==> config.mk <==
export PLATFORM = sky130hd
export DESIGN_NAME = clock_set_ctl
export DESIGN_NICKNAME = d
export VERILOG_FILES = /design/src/rtl/clock_set_ctl.sv
export SDC_FILE = /design/constraint.sdc
export NUM_CORES = 1
export LEC_CHECK = 0
export CELL_PAD_IN_SITES_DETAIL_PLACEMENT = 1
export CELL_PAD_IN_SITES_GLOBAL_PLACEMENT = 1
export CORE_AREA = 8 8 132 134
export CTS_CLUSTER_DIAMETER = 150
export DETAILED_ROUTE_END_ITERATION = 10
export DIE_AREA = 0 0 140 142
export PLACE_DENSITY_LB_ADDON = 0.1
export SLEW_MARGIN = 20
export SYNTH_ARGS = -nofsm -noshare
export SYNTH_HDL_FRONTEND = slang
export SYNTH_SLANG_ARGS = --single-unit
==> constraint.sdc <==
create_clock -name clk -period 7.3 [get_ports clk]
set_input_delay 2.19 -clock clk [delete_from_list [all_inputs] [get_ports clk]]
set_output_delay 2.19 -clock clk [all_outputs]
set_load 0.03 [all_outputs]
==> src/rtl/clock_set_ctl.sv <==
`default_nettype none
// ============================================================================
// Module   : clock_set_ctl
// Brief    : Time-set controller for the digital clock. Conditions two raw
//            buttons and sequences RUN -> SET_HR -> SET_MIN with auto-repeat
//            advance pulses, a seconds-clear pulse and a blink mask.
// Revision : 1.0 - initial release
// ============================================================================
module clock_set_ctl #(
    parameter int unsigned DB_CYCLES      = 1_000_000,
    parameter int unsigned HOLD_CYCLES    = 50_000_000,
    parameter int unsigned RPT_CYCLES     = 10_000_000,
    parameter int unsigned BLINK_CYCLES   = 25_000_000,
    parameter int unsigned TIMEOUT_CYCLES = 1_000_000_000
) (
    input  logic       clk,
    input  logic       rst,
    input  logic       btn_mode,
    input  logic       btn_up,
    output logic       adv_hr,
    output logic       adv_min,
    output logic       sec_clr,
    output logic [1:0] mode,
    output logic [7:0] blank_mask
);

    localparam int unsigned c_RPT_MAX = (HOLD_CYCLES > RPT_CYCLES) ? HOLD_CYCLES : RPT_CYCLES;

    localparam int c_DB_W    = $clog2(DB_CYCLES + 1);
    localparam int c_RPT_W   = $clog2(c_RPT_MAX + 1);
    localparam int c_BLINK_W = $clog2(BLINK_CYCLES + 1);
    localparam int c_TO_W    = $clog2(TIMEOUT_CYCLES + 1);

    localparam logic [c_DB_W-1:0]    c_DB_LAST    = c_DB_W'(DB_CYCLES - 1);
    localparam logic [c_RPT_W-1:0]   c_HOLD_LAST  = c_RPT_W'(HOLD_CYCLES - 1);
    localparam logic [c_RPT_W-1:0]   c_RPT_LAST   = c_RPT_W'(RPT_CYCLES - 1);
    localparam logic [c_BLINK_W-1:0] c_BLINK_LAST = c_BLINK_W'(BLINK_CYCLES - 1);
    localparam logic [c_TO_W-1:0]    c_TO_LAST    = c_TO_W'(TIMEOUT_CYCLES - 1);

    typedef enum logic [1:0] {
        ST_RUN     = 2'b00,
        ST_SET_HR  = 2'b01,
        ST_SET_MIN = 2'b10
    } state_t;

    // ------------------------------------------------------------------------
    // Button conditioning: index 0 = mode, index 1 = up
    // ------------------------------------------------------------------------
    logic [1:0] w_btn_raw;
    logic [1:0] w_level;
    logic [1:0] w_press;

    assign w_btn_raw = {btn_up, btn_mode};

    for (genvar gi = 0; gi < 2; gi++) begin : g_btn
        logic              r_sync1;
        logic              r_sync2;
        logic              r_level;
        logic              r_level_d;
        logic              r_press;
        logic [c_DB_W-1:0] r_cnt;

        always_ff @(posedge clk or posedge rst) begin
            if (rst) begin
                r_sync1   <= 1'b0;
                r_sync2   <= 1'b0;
                r_level   <= 1'b0;
                r_level_d <= 1'b0;
                r_press   <= 1'b0;
                r_cnt     <= '0;
            end else begin
                r_sync1   <= w_btn_raw[gi];
                r_sync2   <= r_sync1;
                r_level_d <= r_level;
                r_press   <= r_level & ~r_level_d;
                // Level follows the input only after DB_CYCLES consecutive disagreements
                if (r_sync2 == r_level) begin
                    r_cnt <= '0;
                end else if (r_cnt >= c_DB_LAST) begin
                    r_level <= r_sync2;
                    r_cnt   <= '0;
                end else begin
                    r_cnt <= r_cnt + 1'b1;
                end
            end
        end

        assign w_level[gi] = r_level;
        assign w_press[gi] = r_press;
    end

    // ------------------------------------------------------------------------
    // Control state
    // ------------------------------------------------------------------------
    state_t                 r_state;
    logic [c_TO_W-1:0]      r_to_cnt;
    logic [c_RPT_W-1:0]     r_rpt_cnt;
    logic                   r_rpt_on;
    logic                   r_rpt_hold;
    logic [c_BLINK_W-1:0]   r_blink_cnt;
    logic                   r_blank;

    state_t                 w_state_nxt;
    logic                   w_state_chg;
    logic                   w_in_set;
    logic                   w_mode_press;
    logic                   w_up_press;
    logic                   w_up_level;
    logic                   w_sec_clr_nxt;
    logic                   w_adv;
    logic [c_TO_W-1:0]      w_to_cnt_nxt;
    logic [c_RPT_W-1:0]     w_rpt_cnt_nxt;
    logic                   w_rpt_on_nxt;
    logic                   w_rpt_hold_nxt;
    logic [c_BLINK_W-1:0]   w_blink_cnt_nxt;
    logic                   w_blank_nxt;
    logic [7:0]             w_mask_nxt;

    assign w_mode_press = w_press[0];
    assign w_up_press   = w_press[1];
    assign w_up_level   = w_level[1];

    always_comb begin
        w_state_nxt     = r_state;
        w_state_chg     = 1'b0;
        w_sec_clr_nxt   = 1'b0;
        w_adv           = 1'b0;
        w_to_cnt_nxt    = r_to_cnt;
        w_rpt_cnt_nxt   = r_rpt_cnt;
        w_rpt_on_nxt    = r_rpt_on;
        w_rpt_hold_nxt  = r_rpt_hold;
        w_blink_cnt_nxt = r_blink_cnt;
        w_blank_nxt     = r_blank;
        w_mask_nxt      = '0;
        w_in_set        = (r_state != ST_RUN);

        if (w_mode_press) begin
            case (r_state)
                ST_RUN:    w_state_nxt = ST_SET_HR;
                ST_SET_HR: w_state_nxt = ST_SET_MIN;
                default: begin
                    w_state_nxt   = ST_RUN;
                    w_sec_clr_nxt = (r_state == ST_SET_MIN);
                end
            endcase
        end else if (w_in_set && (r_to_cnt >= c_TO_LAST)) begin
            w_state_nxt = ST_RUN;
        end
        w_state_chg = (w_state_nxt != r_state);

        if (!w_in_set || w_state_chg || w_mode_press || w_up_press) begin
            w_to_cnt_nxt = '0;
        end else if (r_to_cnt < c_TO_LAST) begin
            w_to_cnt_nxt = r_to_cnt + 1'b1;
        end

        // Any state change kills repeat; only a fresh up press can re-arm it
        if (!w_in_set || w_state_chg) begin
            w_rpt_on_nxt  = 1'b0;
            w_rpt_cnt_nxt = '0;
        end else if (w_up_press) begin
            w_adv          = 1'b1;
            w_rpt_on_nxt   = 1'b1;
            w_rpt_hold_nxt = 1'b1;
            w_rpt_cnt_nxt  = '0;
        end else if (r_rpt_on && !w_up_level) begin
            w_rpt_on_nxt  = 1'b0;
            w_rpt_cnt_nxt = '0;
        end else if (r_rpt_on) begin
            if ((r_rpt_hold && (r_rpt_cnt >= c_HOLD_LAST)) ||
                (!r_rpt_hold && (r_rpt_cnt >= c_RPT_LAST))) begin
                w_adv          = 1'b1;
                w_rpt_hold_nxt = 1'b0;
                w_rpt_cnt_nxt  = '0;
            end else if (r_rpt_cnt < c_HOLD_LAST || r_rpt_cnt < c_RPT_LAST) begin
                w_rpt_cnt_nxt = r_rpt_cnt + 1'b1;
            end
        end

        if ((w_state_nxt == ST_RUN) || w_state_chg || w_adv) begin
            w_blank_nxt     = 1'b0;
            w_blink_cnt_nxt = '0;
        end else if (r_blink_cnt >= c_BLINK_LAST) begin
            w_blank_nxt     = ~r_blank;
            w_blink_cnt_nxt = '0;
        end else begin
            w_blink_cnt_nxt = r_blink_cnt + 1'b1;
        end

        case (w_state_nxt)
            ST_SET_HR:  w_mask_nxt = {{2{w_blank_nxt}}, 6'b00_0000};
            ST_SET_MIN: w_mask_nxt = {2'b00, {2{w_blank_nxt}}, 4'b0000};
            default:    w_mask_nxt = 8'h00;
        endcase
    end

    always_ff @(posedge clk or posedge rst) begin
        if (rst) begin
            r_state     <= ST_RUN;
            r_to_cnt    <= '0;
            r_rpt_cnt   <= '0;
            r_rpt_on    <= 1'b0;
            r_rpt_hold  <= 1'b0;
            r_blink_cnt <= '0;
            r_blank     <= 1'b0;
            adv_hr      <= 1'b0;
            adv_min     <= 1'b0;
            sec_clr     <= 1'b0;
            blank_mask  <= 8'h00;
        end else begin
            r_state     <= w_state_nxt;
            r_to_cnt    <= w_to_cnt_nxt;
            r_rpt_cnt   <= w_rpt_cnt_nxt;
            r_rpt_on    <= w_rpt_on_nxt;
            r_rpt_hold  <= w_rpt_hold_nxt;
            r_blink_cnt <= w_blink_cnt_nxt;
            r_blank     <= w_blank_nxt;
            adv_hr      <= w_adv && (r_state == ST_SET_HR);
            adv_min     <= w_adv && (r_state == ST_SET_MIN);
            sec_clr     <= w_sec_clr_nxt;
            blank_mask  <= w_mask_nxt;
        end
    end

    assign mode = r_state;

endmodule
`default_nettype wire
==> metrics.txt, run 1 <==
status=finished, final reports clean; Post-Synthesis Cells=770; synth warn=0; Comb power frac=1.7%; Die Wd=140 um; Seq/Total Area, Yosys=48.1%; die area=0.0199 mm^2; max-cap violation count=0; longest individual stage delay on the worst path=690 ps; CP endpoint kind=flip-flop; Area Overhead vs Synth=11.7%; Peak VDD IR=0.000152 V; most frequent cells in the layout=dfrtp_1 (141), nor2_1 (89), nand2_1 (62); CP top delay family=simple AND/OR/NAND/NOR gates; FMAX=0.261 GHz; Initial DRC Count=310; WP data required=7600 ps; CTS root buf=clkbuf_16; clock slew at reported path FFs=60 ps; post-route cell area=0.00820 mm^2; skew final=5.56 ps; Core Rows=46; hold buffers post-CTS=0; critical path launch point type=flip-flop; fill count=1716; # Post-CTS Setup Buffers=0; Buf+Inv Stages, Crit Path=0; Starting Density=47.6%; worst reg-to-reg setup slack=3480 ps; RR Startpoint=r_to_cnt[0]; Final Setup Violations=0; Core ar.=0.0154 mm^2; antenna viol nets, final=0; ranking of synthesized cells by area=dfrtp_1 (48%), xor2_1 (5.6%), nor2_1 (4.6%); Layout Nets=779; EDFF count, synth=0; WL per Instance=18.2 um; Worst R2R Path Depth=12; Max clock buf depth=2; area leader, netlist=dfrtp_1; largest net degree at the start of global routing=95; Num CTS Buffers=17; Hold Crit Class=reg -> reg; H-Tree Depth=4; Slew HR=29.5%; RSZ-0062 raised after global routing=false; first-pass GRT wire length=30300 um; total gr overflow=0; P_leak=3.31 nW; Antenna diodes=0; PD cells=215 mW/mm^2; worst path cell trace=ha_1, nand2_1, nor4_1, o2111ai_2, o21ai_0, nor2_1, a22oi_1, ha_1, nor2_1, o221a_2, nand3_1, nor3_1; CP Max Fanout=25; Cell Area, Placed=0.00755 mm^2; hold-critical path depth=0; crit path time final=3820 ps; # IOs=17; Final Wtd Congestion=0.766; final hold viol count=0; gr usage total=18.6%; PortBufs=12; Hold EP=g_btn[1].r_sync2; Residual DRC=0; DP HPWL=11200 um; WS Path Type=reg -> reg; via count=5838; drt via density=6.01; Post-synth ARST share=100%; Die Height=142 um; CTS tree=built; Sw Share=20.5%; vias in the first global route=6148; CTS Sinks=141; fin crit share=52.4%; worst slew pin tran=1050 ps; FF-to-FF End=r_blink_cnt[13]; CTS resizes=0; clk_lat worst skew=420 ps; hold wc startpoint=g_btn[1].r_sync1; initial antenna violation count=1; critical path's slowest cell=nand3_1; layout cell share with drive strength beyond 1=6.68%; Power Internal=1.40 mW; TNS Setup=0 ps; number of synthesized register bits=141; Pins Over Slew Limit=0; post-synthesis cell type count=68; Post-Route WL=17700 um; Levels on crit path=12; Yosys top cell area share=48.1%; Synth Area per Inst=9.53 um^2; clock share of power=53.5%; register share of total power=44.8%; Post-Syn Area=0.00734 mm^2; Switch Pwr=361 uW; Synth Flop Type=dfrtp_1; most common cell after layout, fill and taps aside=dfrtp_1; DRT Pass-1 Iters=4; CP Data Arrival Time=4130 ps
-- sequential cells by signal, summed over array words and instances, names as in the netlist, 2 cells and up --
register	flops
r_to_cnt	30
mode	2
g_btn.r_cnt	40
r_rpt_cnt	26
g_btn.r_press	2
g_btn.r_level	2
g_btn.r_sync1	2
r_blink_cnt	25
blank_mask	2
g_btn.r_level_d	2
g_btn.r_sync2	2
-- through the flow --
stage	utilization [%]	cells	hold WS, ps	setup WS [ps]	power [mW]
after floorplan	-	773	331	1330	0.826
after global placement	48.9	940	340	3270	0.834
after detailed placement	49.0	940	336	3240	0.835
after CTS	53.1	971	354	3480	1.78
after global routing	53.1	971	365	3150	1.82
final	53.1	971	351	3480	1.76
-- worst reg2reg max path, delay by kind of cell, from the launching register on --
family                   cells  cell delay, ps
AND/OR/NAND/NOR              6            1820
AO/OA/AOI/OAI                4            1020
adder cells (fa/ha/maj)      2             470
flip-flops                   1             410
-- cells in the mapped netlist, drive strengths merged (15+ instances only) --
cell,instances
nand3,55
clkbuf,20
a21oi,25
nor2,89
xnor2,27
and4,15
nand4,15
and3,24
nor3,38
nand2,62
a311oi,19
xor2,47
buf,22
dfrtp,141
o21ai,28
-- power by group through the flow --
stage	combinational, mW	sequential, mW	clock (mW)
2_1_floorplan	0.0238	0.802	0
3_3_place_gp	0.0304	0.803	0
3_5_place_dp	0.0316	0.803	0
4_1_cts	0.0317	0.789	0.963
5_1_grt	0.0360	0.790	0.994
6_report	0.0299	0.790	0.944
-- logic make-up (layout without fill, tap and decap cells) --
kind of cell | after synthesis | in the layout | synth area share, %
compound gates | 133 | 133 | 13.3
flops | 141 | 141 | 48.1
buf+inv | 57 | 63 | 3.60
other cells | 1 | 4 | 0.0511
mux | 3 | 3 | 0.443
fa+ha+maj | 8 | 8 | 1.36
xor+xnor | 74 | 74 | 8.83
simple gates | 353 | 353 | 24.4
-- how the worst max path moves through the flow --
stage                      from               to  slack, ps
global route        r_to_cnt[0]   r_blink_cnt[8]       3150
finish              r_to_cnt[0]  r_blink_cnt[13]       3480
CTS                     mode[0]          mode[0]       3480
global placement            rst     r_rpt_cnt[4]       3270
detailed placement          rst     r_rpt_cnt[5]       3240
floorplan                   rst           adv_hr       1330
-- cell type report --
type	count	area [um^2]	area share [%]
sequential	141	3530	43.0
inverter	15	61.3	0.748
clock inverter	12	194	2.37
clock buffer	19	443	5.40
multi-input combinational	575	3570	43.6
tap	192	240	2.93
timing repair buffer	17	158	1.92
-- per-layer routing --
metal,GRT usage (%),vias to the layer above,share of wire [%]
li1,-,2777,-
met1,23.6,2959,46
met2,31.2,83,50
met3,3.96,19,2.9
met4,6.17,0,1.3
met5,0,-,0
No activity file was read; power rests on OpenSTA's default activity.
==> run 2, diff against run 1 <==
Clock period 7.3 ns to 3.65 ns, I/O delays scaled along.
==> run 2 against run 1 <==
Against the previous run: total power increased by 98%; setup slack got worse by 2900 ps; flip-flop and latch count unchanged; cell count increased by 0.82%; worst hold slack improved by 3.1 ps; largest power group unchanged; non-clock buffer count increased by 7; clock-buffer cell count decreased by 1; critical path depth increased by 1; highest routed layer unchanged; die area unchanged; sequential power increased by 100%; global-route usage about the same.
==> metrics.txt, run 2 (same netlist as run 1, synthesis figures left out) <==
status=finished, final reports clean; crit path time final=3110 ps (-715 ps); hold buffers post-CTS=0 (unchanged); PD cells=422 mW/mm^2 (+96%); Post-Route WL=17700 um (about the same); Cell Area, Placed=0.00764 mm^2 (+1.1%); Most flops, register=g_btn.r_cnt; worst slew pin tran=646 ps (-404 ps); Hold Crit Class=reg -> reg; most frequent cells in the layout=dfrtp_1 (141), nor2_1 (89), nand2_1 (62); via count=5864 (+0.45%); DP HPWL=11700 um (+3.6%); TNS Setup=0 ps (unchanged); WP data required=3940 ps (-3660 ps); PortBufs=12 (unchanged); CP Data Arrival Time=3400 ps (-730 ps); critical path's slowest cell=nor4_1; Area Overhead vs Synth=12.7%; CTS resizes=0 (unchanged); max-cap violation count=0 (unchanged); post-route cell area=0.00827 mm^2 (+0.95%); die area=0.0199 mm^2 (unchanged); # placed instances=947 (+0.74%); gr usage total=18.6% (about the same); total gr overflow=0 (unchanged); # Post-CTS Setup Buffers=0 (unchanged); Worst Setup Slack, final=540 ps (-2930 ps); most common cell after layout, fill and taps aside=dfrtp_1; Final Wtd Congestion=0.779 (+1.8%); # IOs=17 (unchanged); max reg flops=40 (unchanged); clock slew at reported path FFs=60 ps (about the same); WS Path Type=reg -> reg; initial antenna violation count=0 (-1); Die Height=142 um (unchanged); Buf+Inv Stages, Crit Path=1 (+1); Final Setup Violations=0 (unchanged); Place WS=624 ps (-2620 ps); layout cell share with drive strength beyond 1=7.75% (+1.1 points); Antenna diodes=0 (unchanged); FMAX=0.322 GHz (+23%); P_leak=3.33 nW (+0.73%); final hold viol count=0 (unchanged); CTS Sinks=141 (unchanged); first-pass GRT wire length=30600 um (+1.0%); Starting Density=47.6% (unchanged); Layout Nets=786 (+0.90%); worst path cell trace=ha_1, nand2_1, nor4_1, o2111ai_2, o21ai_0, nor2_1, a22oi_1, ha_1, nor2_1, o221a_2, nand3_1, buf_4, nor3_1; CP endpoint kind=flip-flop; biggest regs=g_btn.r_cnt (40), r_to_cnt (30), r_rpt_cnt (26); CP Max Fanout=25 (unchanged); vias in the first global route=6276 (+2.1%); CTS root buf=clkbuf_16; antenna viol nets, final=0 (unchanged); Slew HR=56.7% (+27 points); Max clock buf depth=2 (unchanged); CTS tree=built; Core Rows=46 (unchanged); fin crit share=85.2% (+33 points); clk_lat worst skew=430 ps (about the same); largest net degree at the start of global routing=81 (-15%); Residual DRC=0 (unchanged); Peak VDD IR=0.000325 V (+110%); DRT Pass-1 Iters=4 (unchanged); Initial DRC Count=305 (-1.6%); longest individual stage delay on the worst path=500 ps (-190 ps); Pins Over Slew Limit=0 (unchanged); Die Wd=140 um (unchanged); Power, Total=3.49 mW (+98%); critical path launch point type=flip-flop; post-route insts no fill=979 (+0.82%); skew final=6.90 ps (+1.34 ps); Core ar.=0.0154 mm^2 (unchanged); H-Tree Depth=4 (unchanged); CP top delay family=simple AND/OR/NAND/NOR gates; drt via density=5.99 (-0.38%); Num CTS Buffers=17 (unchanged); WL per Instance=18.1 um (-0.83%); RSZ-0062 raised after global routing=false
run 2: cell type report:
class | instances | area (um^2)
fillers | 1734 | 7150
multi-input cells | 575 | 3570
flip-flops and latches | 141 | 3530
clock buffers | 18 | 439
repair buffers | 24 | 248
well taps | 192 | 240
clock inverters | 14 | 191
inverters | 15 | 60.1
run 2: metrics by stage:
step	hold WS, ps	util (%)
final	354	53.6
after global routing	361	53.6
after CTS	360	53.6
after detailed placement	338	49.5
after global placement	346	49.5
after floorplan	331	-
run 2: final timing paths:
check | from | end | slack, ps | depth (start not counted)
setup / recovery | r_to_cnt[0] | r_blink_cnt[24] | 540 | 13
hold / removal | g_btn[0].r_sync1 | g_btn[0].r_sync2 | 350 | 0
setup reg to reg | r_to_cnt[0] | r_blink_cnt[24] | 540 | 13
hold reg to reg | g_btn[0].r_sync1 | g_btn[0].r_sync2 | 350 | 0
max in group asynchronous | rst | r_rpt_cnt[17] | 2120 | 3
min in group asynchronous | rst | r_rpt_cnt[5] | 1140 | 3
run 2: power by group:
| part | switching [mW] | leakage, nW | internal (mW) |
|---|---|---|---|
| Clock | 0.691 | 0.299 | 1.16 |
| Sequential | 0.00728 | 1.96 | 1.57 |
| Combinational | 0.0490 | 1.08 | 0.0147 |
run 2: worst reg2reg max path: cells and delay by family, from the launching register on:
family          cells  cell delay [ps]
buf+inv             1              280
fa+ha+maj           2              430
flops               1              390
simple gates        6              960
compound gates      4              930
run 2: metal layers:
metal | part of all wire [%] | wire (um) | track usage [%]
met5 | 0 | 0 | 0
met4 | 1.7 | 301 | 6.74
met3 | 2.3 | 411 | 3.72
met2 | 51 | 9020 | 32.2
met1 | 45 | 7940 | 22.8
==> run 3, diff against run 2 <==
Settings changed: SLEW_MARGIN 20 to 15, TNS_END_PERCENT set to 1.
==> run 3 against run 2 <==
Against the previous run: setup slack improved by 24 ps; highest routed layer unchanged; global-route usage is the same; worst hold slack is essentially flat; utilization is essentially flat; register-to-register slack better by 20 ps; critical endpoint unchanged.
==> metrics.txt, run 3 (same netlist as run 1, synthesis figures left out) <==
hold-critical path depth=0 (unchanged); Levels on crit path=13 (unchanged); # placed instances=947 (unchanged); most frequent cells in the layout=dfrtp_1 (141), nor2_1 (89), nand2_1 (62); Antenna diodes=0 (unchanged); crit path time final=3090 ps (-23.7 ps); max-cap violation count=0 (unchanged); Power Internal=2.75 mW (about the same); Final Wtd Congestion=0.779 (unchanged); clock share of power=53.0% (about the same); Initial DRC Count=295 (-3.3%); fin crit share=84.5% (-0.65 points); skew final=7.35 ps (+0.449 ps); register share of total power=45.2% (about the same); DP HPWL=11700 um (unchanged); clock slew at reported path FFs=60 ps (about the same); max reg flops=40 (unchanged); Most Used Layer, Global Route=met2; GR Util met2=32.2% (unchanged); total gr overflow=0 (unchanged); layout cell share with drive strength beyond 1=7.62% (-0.13 points); WL per Instance=18.0 um (-0.44%); Sw Share=21.4% (about the same); # Post-CTS Setup Buffers=0 (unchanged); Hold Slack=354 ps (+0.0860 ps); CP endpoint kind=flip-flop; FMAX=0.324 GHz (+0.77%); longest individual stage delay on the worst path=490 ps (about the same); CTS Sinks=141 (unchanged); final hold viol count=0 (unchanged); fill count=1737 (+0.17%); Layout Nets=786 (unchanged); post-route insts no fill=979 (unchanged); Switch Pwr=747 uW (about the same); critical path's slowest cell=nor4_1; Num CTS Buffers=17 (unchanged); Pins Over Slew Limit=0 (unchanged); Die Wd=140 um (unchanged); grt met1 use=22.8% (unchanged); gr usage total=18.6% (unchanged); WS Path Type=reg -> reg; Die Height=142 um (unchanged); Post-Route WL=17600 um (-0.44%); # IOs=17 (unchanged); worst path cell trace=ha_1, nand2_1, nor4_1, o2111ai_2, o21ai_0, nor2_1, a22oi_1, ha_1, nor2_1, o221a_2, nand3_1, buf_4, nor3_1; Max clock buf depth=2 (unchanged); RSZ-0062 raised after global routing=false; biggest regs=g_btn.r_cnt (40), r_to_cnt (30), r_rpt_cnt (26); Power, Total=3.49 mW (about the same); via count=5848 (-0.27%); H-Tree Depth=4 (unchanged); PD cells=423 mW/mm^2 (about the same); first-pass GRT wire length=30600 um (unchanged); met3 global-route usage=3.72% (unchanged); vias in the first global route=6276 (unchanged); worst slew pin tran=1060 ps (+415 ps); CTS resizes=0 (unchanged); Final Setup Violations=0 (unchanged); Core ar.=0.0154 mm^2 (unchanged); antenna viol nets, final=0 (unchanged); PortBufs=12 (unchanged); Starting Density=47.6% (unchanged); WP data required=3940 ps (about the same); DRT Pass-1 Iters=4 (unchanged); Residual DRC=0 (unchanged); Buf+Inv Stages, Crit Path=1 (unchanged); initial antenna violation count=0 (unchanged); most common cell after layout, fill and taps aside=dfrtp_1; CP Max Fanout=25 (unchanged); status=finished, final reports clean; CTS root buf=clkbuf_16; Comb power frac=1.8% (about the same); CP top delay family=simple AND/OR/NAND/NOR gates; TNS Setup=0 ps (unchanged); largest net degree at the start of global routing=81 (unchanged); Worst R2R Path Depth=13 (unchanged); Slew HR=29.2% (-28 points); CP Data Arrival Time=3380 ps (-20 ps); CTS tree=built; Core Rows=46 (unchanged); critical path launch point type=flip-flop; hold buffers post-CTS=0 (unchanged); P_leak=3.33 nW (about the same); die area=0.0199 mm^2 (unchanged); Hold Crit Class=reg -> reg; drt via density=5.97 (-0.27%); Peak VDD IR=0.000325 V (about the same); Area Overhead vs Synth=12.6% (about the same); Most flops, register=g_btn.r_cnt; clk_lat worst skew=430 ps (about the same)
==> run 3: cell types whose count changed in the layout (fill, tap and decap cells not counted) <==
cell       change
o2111ai_1      +1
o2111ai_2      -1
==> run 3: final timing paths <==
check | to | slack [ps] | from
max | r_blink_cnt[24] | 560 | r_to_cnt[0]
min | g_btn[0].r_sync2 | 350 | g_btn[0].r_sync1
max reg2reg | r_blink_cnt[24] | 560 | r_to_cnt[0]
min reg2reg | g_btn[0].r_sync2 | 350 | g_btn[0].r_sync1
max in group asynchronous | r_rpt_cnt[17] | 2110 | rst
min in group asynchronous | r_rpt_cnt[5] | 1140 | rst
==> run 3: cell type report <==
type,instances,area [um^2],area share [%]
Clock inverter,14,191,2.32
Inverter,15,60.1,0.726
Sequential cell,141,3530,42.7
Tap cell,192,240,2.91
Timing Repair Buffer,24,248,3.00
Clock buffer,18,439,5.31
Multi-Input combinational cell,575,3560,43.1
==> run 3: power groups by stage <==
stage	Sequential, mW	Combinational, mW	Clock [mW]
global route	1.58	0.0749	1.96
global placement	1.61	0.0647	0
finish	1.58	0.0636	1.85
detailed placement	1.61	0.0668	0
floorplan	1.60	0.0479	0
CTS	1.58	0.0672	1.90
==> run 3: worst reg2reg max path, stage by stage, from the launching register on <==
cell,delay (ps)
dfrtp_1,390
ha_1,220
nand2_1,100
nor4_1,490
o2111ai_2,300
o21ai_0,170
nor2_1,110
a22oi_1,280
ha_1,210
nor2_1,50
o221a_2,160
nand3_1,90
buf_4,280
nor3_1,110
==> run 3: per-layer routing <==
metal  up-vias  part of all wire (%)
li1       2776                     -
met1      2990                    45
met2        58                    51
met3        24                   2.4
met4         0                   1.8
met5         -                     0
==> run 3: stage by stage <==
step	utilization [%]	instance area, um^2	worst slack (ps)
final	53.6	8270	564
after global routing	53.6	8270	290
after CTS	53.6	8270	573
after detailed placement	49.5	7640	624
after global placement	49.5	7640	722
after floorplan	-	7350	792
